--- src/rtl/sprite_motion.sv ---
// Per-frame sprite position generator: advances sprx/spry by a per-axis speed on each frame strobe and bounces off the screen edges.
// Optional build macro SPRITE_MOTION_WRAP_EN makes the x axis wrap around the screen instead of bouncing.
module sprite_motion #(
  parameter int CORDW     = 16,
  parameter int H_RES     = 640,
  parameter int V_RES     = 480,
  parameter int SPR_DRAWW = 64,
  parameter int SPR_DRAWH = 64,
  parameter int START_X   = 288,
  parameter int START_Y   = 208,
  parameter int SPX_INIT  = 4,
  parameter int SPY_INIT  = 2
) (
  input  logic                    clk_pix,
  input  logic                    rst_pix_n,
  input  logic                    frame,
  input  logic                    enable,
  input  logic                    cfg_valid,
  output logic                    cfg_ready,
  input  logic [7:0]              cfg_spx,
  input  logic [7:0]              cfg_spy,
  output logic signed [CORDW-1:0] sprx,
  output logic signed [CORDW-1:0] spry,
  output logic                    dx,
  output logic                    dy,
  output logic                    bounce_x,
  output logic                    bounce_y,
  output logic [1:0]              dbg_state
);

  typedef enum logic [1:0] {IDLE = 2'd0, CALC_X = 2'd1, CALC_Y = 2'd2, COMMIT = 2'd3} state_t;

  localparam logic signed [CORDW:0]   ZERO_W = '0;
  localparam logic signed [CORDW:0]   YMAX_W = (CORDW+1)'(V_RES - SPR_DRAWH);
  localparam logic signed [CORDW-1:0] YMAX_C = CORDW'(V_RES - SPR_DRAWH);
`ifdef SPRITE_MOTION_WRAP_EN
  localparam logic signed [CORDW:0]   HRES_W  = (CORDW+1)'(H_RES);
  localparam logic signed [CORDW:0]   NSPRW_W = (CORDW+1)'(-SPR_DRAWW);
  localparam logic signed [CORDW-1:0] WRAP_C  = CORDW'(H_RES + SPR_DRAWW);
`else
  localparam logic signed [CORDW:0]   XMAX_W = (CORDW+1)'(H_RES - SPR_DRAWW);
  localparam logic signed [CORDW-1:0] XMAX_C = CORDW'(H_RES - SPR_DRAWW);
`endif

  state_t                  state;
  logic [7:0]              spx, spy;
  logic signed [CORDW:0]   spx_w, spy_w, step_x, step_y;
  logic signed [CORDW-1:0] x_calc, y_calc, nx, ny;
  logic                    dx_calc, dy_calc, bx_calc, by_calc;
  logic                    ndx, ndy, nbx, nby;

  // Handshake: a speed pair transfers on a clock edge where cfg_valid && cfg_ready;
  // the block is only ready while idle and not in the frame-strobe cycle.
  assign cfg_ready = (state == IDLE) && !frame;
  assign dbg_state = state;

  assign spx_w = {{(CORDW-7){1'b0}}, spx};
  assign spy_w = {{(CORDW-7){1'b0}}, spy};

  // One extra bit of headroom so the edge compare never sees a wrapped value.
  always_comb begin
    step_x  = dx ? ({sprx[CORDW-1], sprx} - spx_w) : ({sprx[CORDW-1], sprx} + spx_w);
    x_calc  = step_x[CORDW-1:0];
    dx_calc = dx;
    bx_calc = 1'b0;
`ifdef SPRITE_MOTION_WRAP_EN
    if (!dx && step_x >= HRES_W)
      x_calc = step_x[CORDW-1:0] - WRAP_C;
    else if (dx && step_x <= NSPRW_W)
      x_calc = step_x[CORDW-1:0] + WRAP_C;
`else
    if (!dx && step_x >= XMAX_W) begin
      x_calc  = XMAX_C;
      dx_calc = 1'b1;
      bx_calc = 1'b1;
    end else if (dx && step_x <= ZERO_W) begin
      x_calc  = '0;
      dx_calc = 1'b0;
      bx_calc = 1'b1;
    end
`endif
  end

  always_comb begin
    step_y  = dy ? ({spry[CORDW-1], spry} - spy_w) : ({spry[CORDW-1], spry} + spy_w);
    y_calc  = step_y[CORDW-1:0];
    dy_calc = dy;
    by_calc = 1'b0;
    if (!dy && step_y >= YMAX_W) begin
      y_calc  = YMAX_C;
      dy_calc = 1'b1;
      by_calc = 1'b1;
    end else if (dy && step_y <= ZERO_W) begin
      y_calc  = '0;
      dy_calc = 1'b0;
      by_calc = 1'b1;
    end
  end

  always_ff @(posedge clk_pix or negedge rst_pix_n) begin
    if (!rst_pix_n) begin
      state    <= IDLE;
      sprx     <= CORDW'(START_X);
      spry     <= CORDW'(START_Y);
      dx       <= 1'b0;
      dy       <= 1'b0;
      bounce_x <= 1'b0;
      bounce_y <= 1'b0;
      spx      <= 8'(SPX_INIT);
      spy      <= 8'(SPY_INIT);
      nx       <= '0;
      ny       <= '0;
      ndx      <= 1'b0;
      ndy      <= 1'b0;
      nbx      <= 1'b0;
      nby      <= 1'b0;
    end else begin
      bounce_x <= 1'b0;
      bounce_y <= 1'b0;
      case (state)
        IDLE: begin
          if (cfg_valid && cfg_ready) begin
            spx <= cfg_spx;
            spy <= cfg_spy;
          end
          if (frame && enable) state <= CALC_X;
        end
        CALC_X: begin
          nx    <= x_calc;
          ndx   <= dx_calc;
          nbx   <= bx_calc;
          state <= CALC_Y;
        end
        CALC_Y: begin
          ny    <= y_calc;
          ndy   <= dy_calc;
          nby   <= by_calc;
          state <= COMMIT;
        end
        COMMIT: begin
          sprx     <= nx;
          spry     <= ny;
          dx       <= ndx;
          dy       <= ndy;
          bounce_x <= nbx;
          bounce_y <= nby;
          state    <= IDLE;
        end
        default: state <= IDLE;
      endcase
    end
  end

endmodule

--- config.mk ---
export PLATFORM = sky130hd
export DESIGN_NAME = sprite_motion
export DESIGN_NICKNAME = d
export VERILOG_FILES = /design/src/rtl/sprite_motion.sv
export SDC_FILE = /design/constraint.sdc
export NUM_CORES = 1
export LEC_CHECK = 0
export CORE_MARGIN = 1
export CORE_UTILIZATION = 70
export CTS_CLUSTER_DIAMETER = 30
export DETAILED_ROUTE_END_ITERATION = 16
export DONT_BUFFER_PORTS = 1
export PLACE_DENSITY = 0.9
export SLEW_MARGIN = 20
export SYNTH_ARGS = -nofsm -noshare
export SYNTH_HDL_FRONTEND = slang
export SYNTH_SLANG_ARGS = --single-unit
--- constraint.sdc ---
create_clock -name clk_pix -period 12.5 [get_ports clk_pix]
set_input_delay 2.5 -clock clk_pix [delete_from_list [all_inputs] [get_ports clk_pix]]
set_output_delay 2.5 -clock clk_pix [all_outputs]
set_load 0.05 [all_outputs]
After elaboration in Yosys (flattened, before gate mapping)
Index checks and enable logic that the tools add are counted.
{ "op_classes": {"add_sub_neg": 4, "mul": 0, "div": 0, "magnitude_cmp": 4, "eq_ne": 4, "shift": 0, "mux": 18, "bitwise_logic": 0, "reduce_logical": 12} }
{ "ops": {"columns": ["op", "count"], "rows": [
  ["$mux 16", 4],
  ["$add 16x9->17", 2],
  ["$le 17x1->1 const B", 2],
  ["$mux 17", 2],
  ["$sub 16x9->17", 2],
  ["$ge 17x10->1 const B", 1],
  ["$ge 17x11->1 const B", 1],
  ["$mux 1", 10],
  ["$pmux 2 s4", 1],
  ["$logic_and 1x1->1", 7],
  ["$eq 2x2->1 const B", 2],
  ["$logic_not 1->1", 3],
  ["$eq 2x1->1 const B", 1],
  ["$logic_not 2->1", 1],
  ["$mux 2", 1],
  ["$ne 2x1->1 const B", 1],
  ["$reduce_and 2->1", 1]
]} }
{ "totals": {"regBits": 90, "latchBits": 0, "mem_bits_rw": 0, "mem_bits_ro": 0, "in_bits": 21, "output_inout_bits": 39, "elab_cells": 57, "n_memories": 0} }

Depth between registers and ports, before layout
{ "logic_depth": {"word_depth": 6, "depth_mapped": 16} }

Least setup slack after synthesis
Ideal clock, no wire load.
{ "synth_timing": {"kind": "input port to output port", "start": "input frame", "end": "output cfg_ready", "arrival_time_ns": 3.220, "required_time_ns": 10.000, "setup_slack_ns": 6.780, "stages": 1, "n_path_buf": 0, "path_cell_list": "nor2b_1"} }
{ "synth_via": {"elab_chain_cells": 2} }
{ "synth_lines": {"columns": ["item", "line", "source"], "rows": [
  ["from (decl)", "16", "input logic frame,"],
  ["$logic_not 1->1", "54", "assign cfg_ready = (state == IDLE) && !frame;"],
  ["$logic_and 1x1->1", "54", null],
  ["to (decl)", "19", "output logic cfg_ready,"]
]} }
No other way between the ends.

Final worst setup path
Ends and elaborated chain as after synthesis.

==> summary.md <==
| Metric | Value |
|---|---|
| Combinational family with the most area after synthesis | `compound AO/OA/AOI/OAI gates` |
| Clock latency at the later pin of the worst-skew pair | `370 ps` |
| Critical-path maximum fanout | `2` |
| Buffer and inverter count on the worst path | `0` |
| Most utilized layer in the global route result | `met2` |
| Clock Root Buffer | `sky130_fd_sc_hd__clkbuf_8` |
| Die boundary width | `about 94 um` |
| Kind of capture point of the worst setup path | `primary output` |
| Data arrival time of the critical path | `3230 ps` |
| Hold Path Sink | `nx[12]$_DFFE_PN0N_` |
| Hold-fix buffer count after cts | `0` |
| Leading register cell type out of synthesis | `sky130_fd_sc_hd__dfrtp_1` |
| Max Cap Violations | `0` |
| Required time worst endpoint | `around 10000 ps` |
| Kind of critical path | `input pin to primary output` |
| Compound-cell area share of the yosys netlist | `~23%` |
| Num CTS Buffers | `9` |
| Average footprint of a synthesized cell | `10.2 um2` |
| Number of instances in the synthesized netlist | `584` |
| Tot GR Track Use | `between 30% and 40%` |
| Routed WL | `14300 um` |
| I/O pin count | `60` |
| Vias | `a little under 5000` |
| Area fraction in and, or, nand and nor cells after synthesis | `11.1%` |
| Number of remaining DRC errors | `0` |
| Max Root-Sink Buffers | `2` |
| Hold Vio Cnt, Final | `0` |
| Beginning of the worst register-to-register path | `spx[4]$_DFFE_PN0P_` |
| Critical path's top delay family | `simple AND/OR/NAND/NOR gates` |
| Area share of fa/ha/maj cells after synthesis | `9.07%` |
| Sum of net half-perimeters after detailed placement | `between 10000 and 15000 um` |
| Final Setup Violations | `0` |
| Worst r2r path cells | `13` |
| Final-report max-slew violation count | `0` |
| Accumulated negative setup slack | `0 ps` |
| Run status | `finished clean` |
| Fraction of final layout cells with drive strength greater than 1 | `between 10% and 20%` |
| Maximum number of pins on one net before global-route repair | `slightly above 90` |
| Vert. Die Dim | `between 90 and 100 um` |
| Number of post-CTS setup repair buffers | `0` |
| Worst path cell trace | `nor2b_1` |
| First-pass GRT wire length | `~23000 um` |
| Clock tree skew after final layout | `around 13 ps` |
| Origin of the worst min-delay path | `nx[12]$_DFFE_PN0N_` |
| Last weighted congestion value of the routability-driven placer | `0.924` |
| Critical Path Source Type | `input pin` |
| Worst path max stage delay | `730 ps` |
| Reg2reg setup slack | `~7000 ps` |
| Met3 demand-to-capacity share in global routing | `roughly 6.4%` |
| Worst-case headroom to the max-slew limit | `between 20% and 30%` |
| First-iteration detailed-routing DRC count | `just over 400` |
| Shortest clock period the worst path allows after layout | `approximately 5700 ps` |
| Met2 GRT Util | `a little over half` |
| Cell with the largest stage delay on the worst path | `sky130_fd_sc_hd__nor2b_1` |
| Initial antenna violation count | `0` |
| Core region area | `around 8000 um2` |
| Reg2Reg Capture Point | `nx[7]$_DFFE_PN0N_` |
| Multiplexer share of the synthesized area | `between 10% and 20%` |
| Path class of the lowest-slack min-delay path | `register to register` |
| Fraction of synthesis flops using an asynchronous set or reset pin | `100%` |
| Average wire length per cell after detail routing | `21.1 um` |
| Starting utilization of the core area | `about 72%` |
| Sinks on Clock Net | `90` |
| Unrepaired setup endpoints after global routing | `false` |
| Global routing usage on met1 | `approximately 45%` |
| GRT overflow | `0` |
| Post-Synthesis Cell Area | `5960 um2` |
| Final std cells w/o fill | `approximately 700` |
| FMAX | `between 150 and 200 MHz` |
| Count of buffers inserted at the top-level ports | `0` |
| Count of TritonRoute iterations in the first routing pass | `5` |
| Crit share post-route | `45.9%` |
| Cell count after placement | `664` |
| Final antenna-violating net count | `0` |
| Register area share after synthesis | `a little under two fifths` |
| Hold Path Stages | `1` |
| CTS resizes | `0` |
| Antenna Diode Count | `0` |
| Clock-pin transition on the worst setup and hold timing paths | `100 ps` |
| Synthesis-stage register bit count | `90` |
| Number of distinct library cell variants in the gate-level netlist after synthesis | `75` |
| Count of standard-cell rows | `33` |
| Vias in the first global route | `~4900` |
| Number of H-tree branching levels | `3` |
| Number of enable-type register cells in the synthesized netlist | `0` |
| DIE AREA | `roughly 8900 um2` |
| Number of nets in the final layout | `633` |
| Total stage count of the critical path | `1` |
| Via density per instance | `7.11` |
| Synth-to-layout area growth | `3.74%` |
| CTS tree | `yes` |
| Ys Warns | `0` |
| Xor/xnor share of the synthesized area | `4.41%` |
| Nets in the synthesized netlist | `approximately 650` |
| Tightest Pin Transition | `roughly 1200 ps` |
## layout make-up
type,count,area [um2]
clock buffer,9,124
clock inverter,7,76.3
fill,561,2040
inverter,34,128
multi-input combinational,434,3450
sequential,90,2260
tap,105,131
timing repair buffer,1,7.51
## layer usage
metal	vias to the layer above	part of all wire, %
li1	2181	-
met1	2373	42
met2	239	47
met3	45	7.5
met4	0	2.8
met5	-	0
## worst max-delay path by stage
stage,startpoint,endpoint,slack (ps)
after floorplan,frame,cfg_ready,6780
after global placement,frame,cfg_ready,6760
after detailed placement,frame,cfg_ready,6770
after CTS,frame,cfg_ready,6770
after global routing,frame,cfg_ready,6730
final,frame,cfg_ready,6770
## Yosys cell counts (all sizes together), types with 4 or more instances
master / instances / area share [%]
a2111oi: 5 / 0.97
a211oi: 9 / 1.1
a21o: 17 / 2.1
a21oi: 32 / 2.8
a31o: 9 / 1.3
a31oi: 4 / 0.67
a32o: 13 / 2.2
and2: 6 / 0.63
and3: 10 / 1.1
buf: 10 / 1.0
clkbuf: 16 / 1.0
dfrtp: 83 / 35
dfstp: 7 / 3.1
ha: 40 / 8.4
inv: 34 / 2.1
mux2: 48 / 9.1
mux2i: 7 / 1.2
nand2: 16 / 1.0
nand2b: 4 / 0.42
nand3: 9 / 0.76
nor2: 36 / 2.3
nor2b: 5 / 0.53
nor3: 14 / 1.3
o211ai: 11 / 1.4
o21a: 11 / 1.4
o21ai: 26 / 2.2
o21bai: 4 / 0.50
o32ai: 13 / 1.9
or2: 5 / 0.53
xnor2: 22 / 3.2
xor2: 8 / 1.2
## stage by stage
step	hold WS (ps)	worst slack, ps	area (um2)	utilization, %
2_1_floorplan	445	6780	5960	-
3_3_place_gp	464	6760	5980	72.8
3_5_place_dp	475	6770	5980	72.8
4_1_cts	499	6770	6180	75.2
5_1_grt	526	6730	6180	75.2
6_report	496	6770	6180	75.2
## state kept, by name, summed over array words and instances (netlist names), 2 cells and up
register   count
sprx          16
dbg_state      2
nx            16
spry          16
spy            8
spx            8
ny            16
## layout by cell type (no fill, tap or decap), types with 9 or more instances in the layout
master and count:
sky130_fd_sc_hd__dfrtp_1 82, sky130_fd_sc_hd__mux2_2 48, sky130_fd_sc_hd__ha_1 39, sky130_fd_sc_hd__nor2_1 36
sky130_fd_sc_hd__inv_1 34, sky130_fd_sc_hd__a21oi_1 30, sky130_fd_sc_hd__o21ai_0 23, sky130_fd_sc_hd__xnor2_1 22
sky130_fd_sc_hd__a21o_1 17, sky130_fd_sc_hd__nand2_1 16, sky130_fd_sc_hd__o32ai_1 13, sky130_fd_sc_hd__nor3_1 13
sky130_fd_sc_hd__o21a_1 11, sky130_fd_sc_hd__o211ai_1 11, sky130_fd_sc_hd__a32o_1 10, sky130_fd_sc_hd__and3_1 10
sky130_fd_sc_hd__a211oi_1 9, sky130_fd_sc_hd__nand3_1 9, sky130_fd_sc_hd__clkbuf_8 9
## logic make-up (layout without fill, tap and decap cells)
kind of cell | count (synthesis) | in the layout
AOI/OAI and AO/OA | 181 | 181
xor gates and xnor gates | 30 | 30
adders and majority gates | 42 | 42
buffers and inverters | 60 | 51
DFF | 90 | 90
muxes | 55 | 55
and+or+nand+nor | 126 | 126
Power is not shown: default switching activity piles up to over one toggle a cycle in this logic, so the estimate is an artifact.
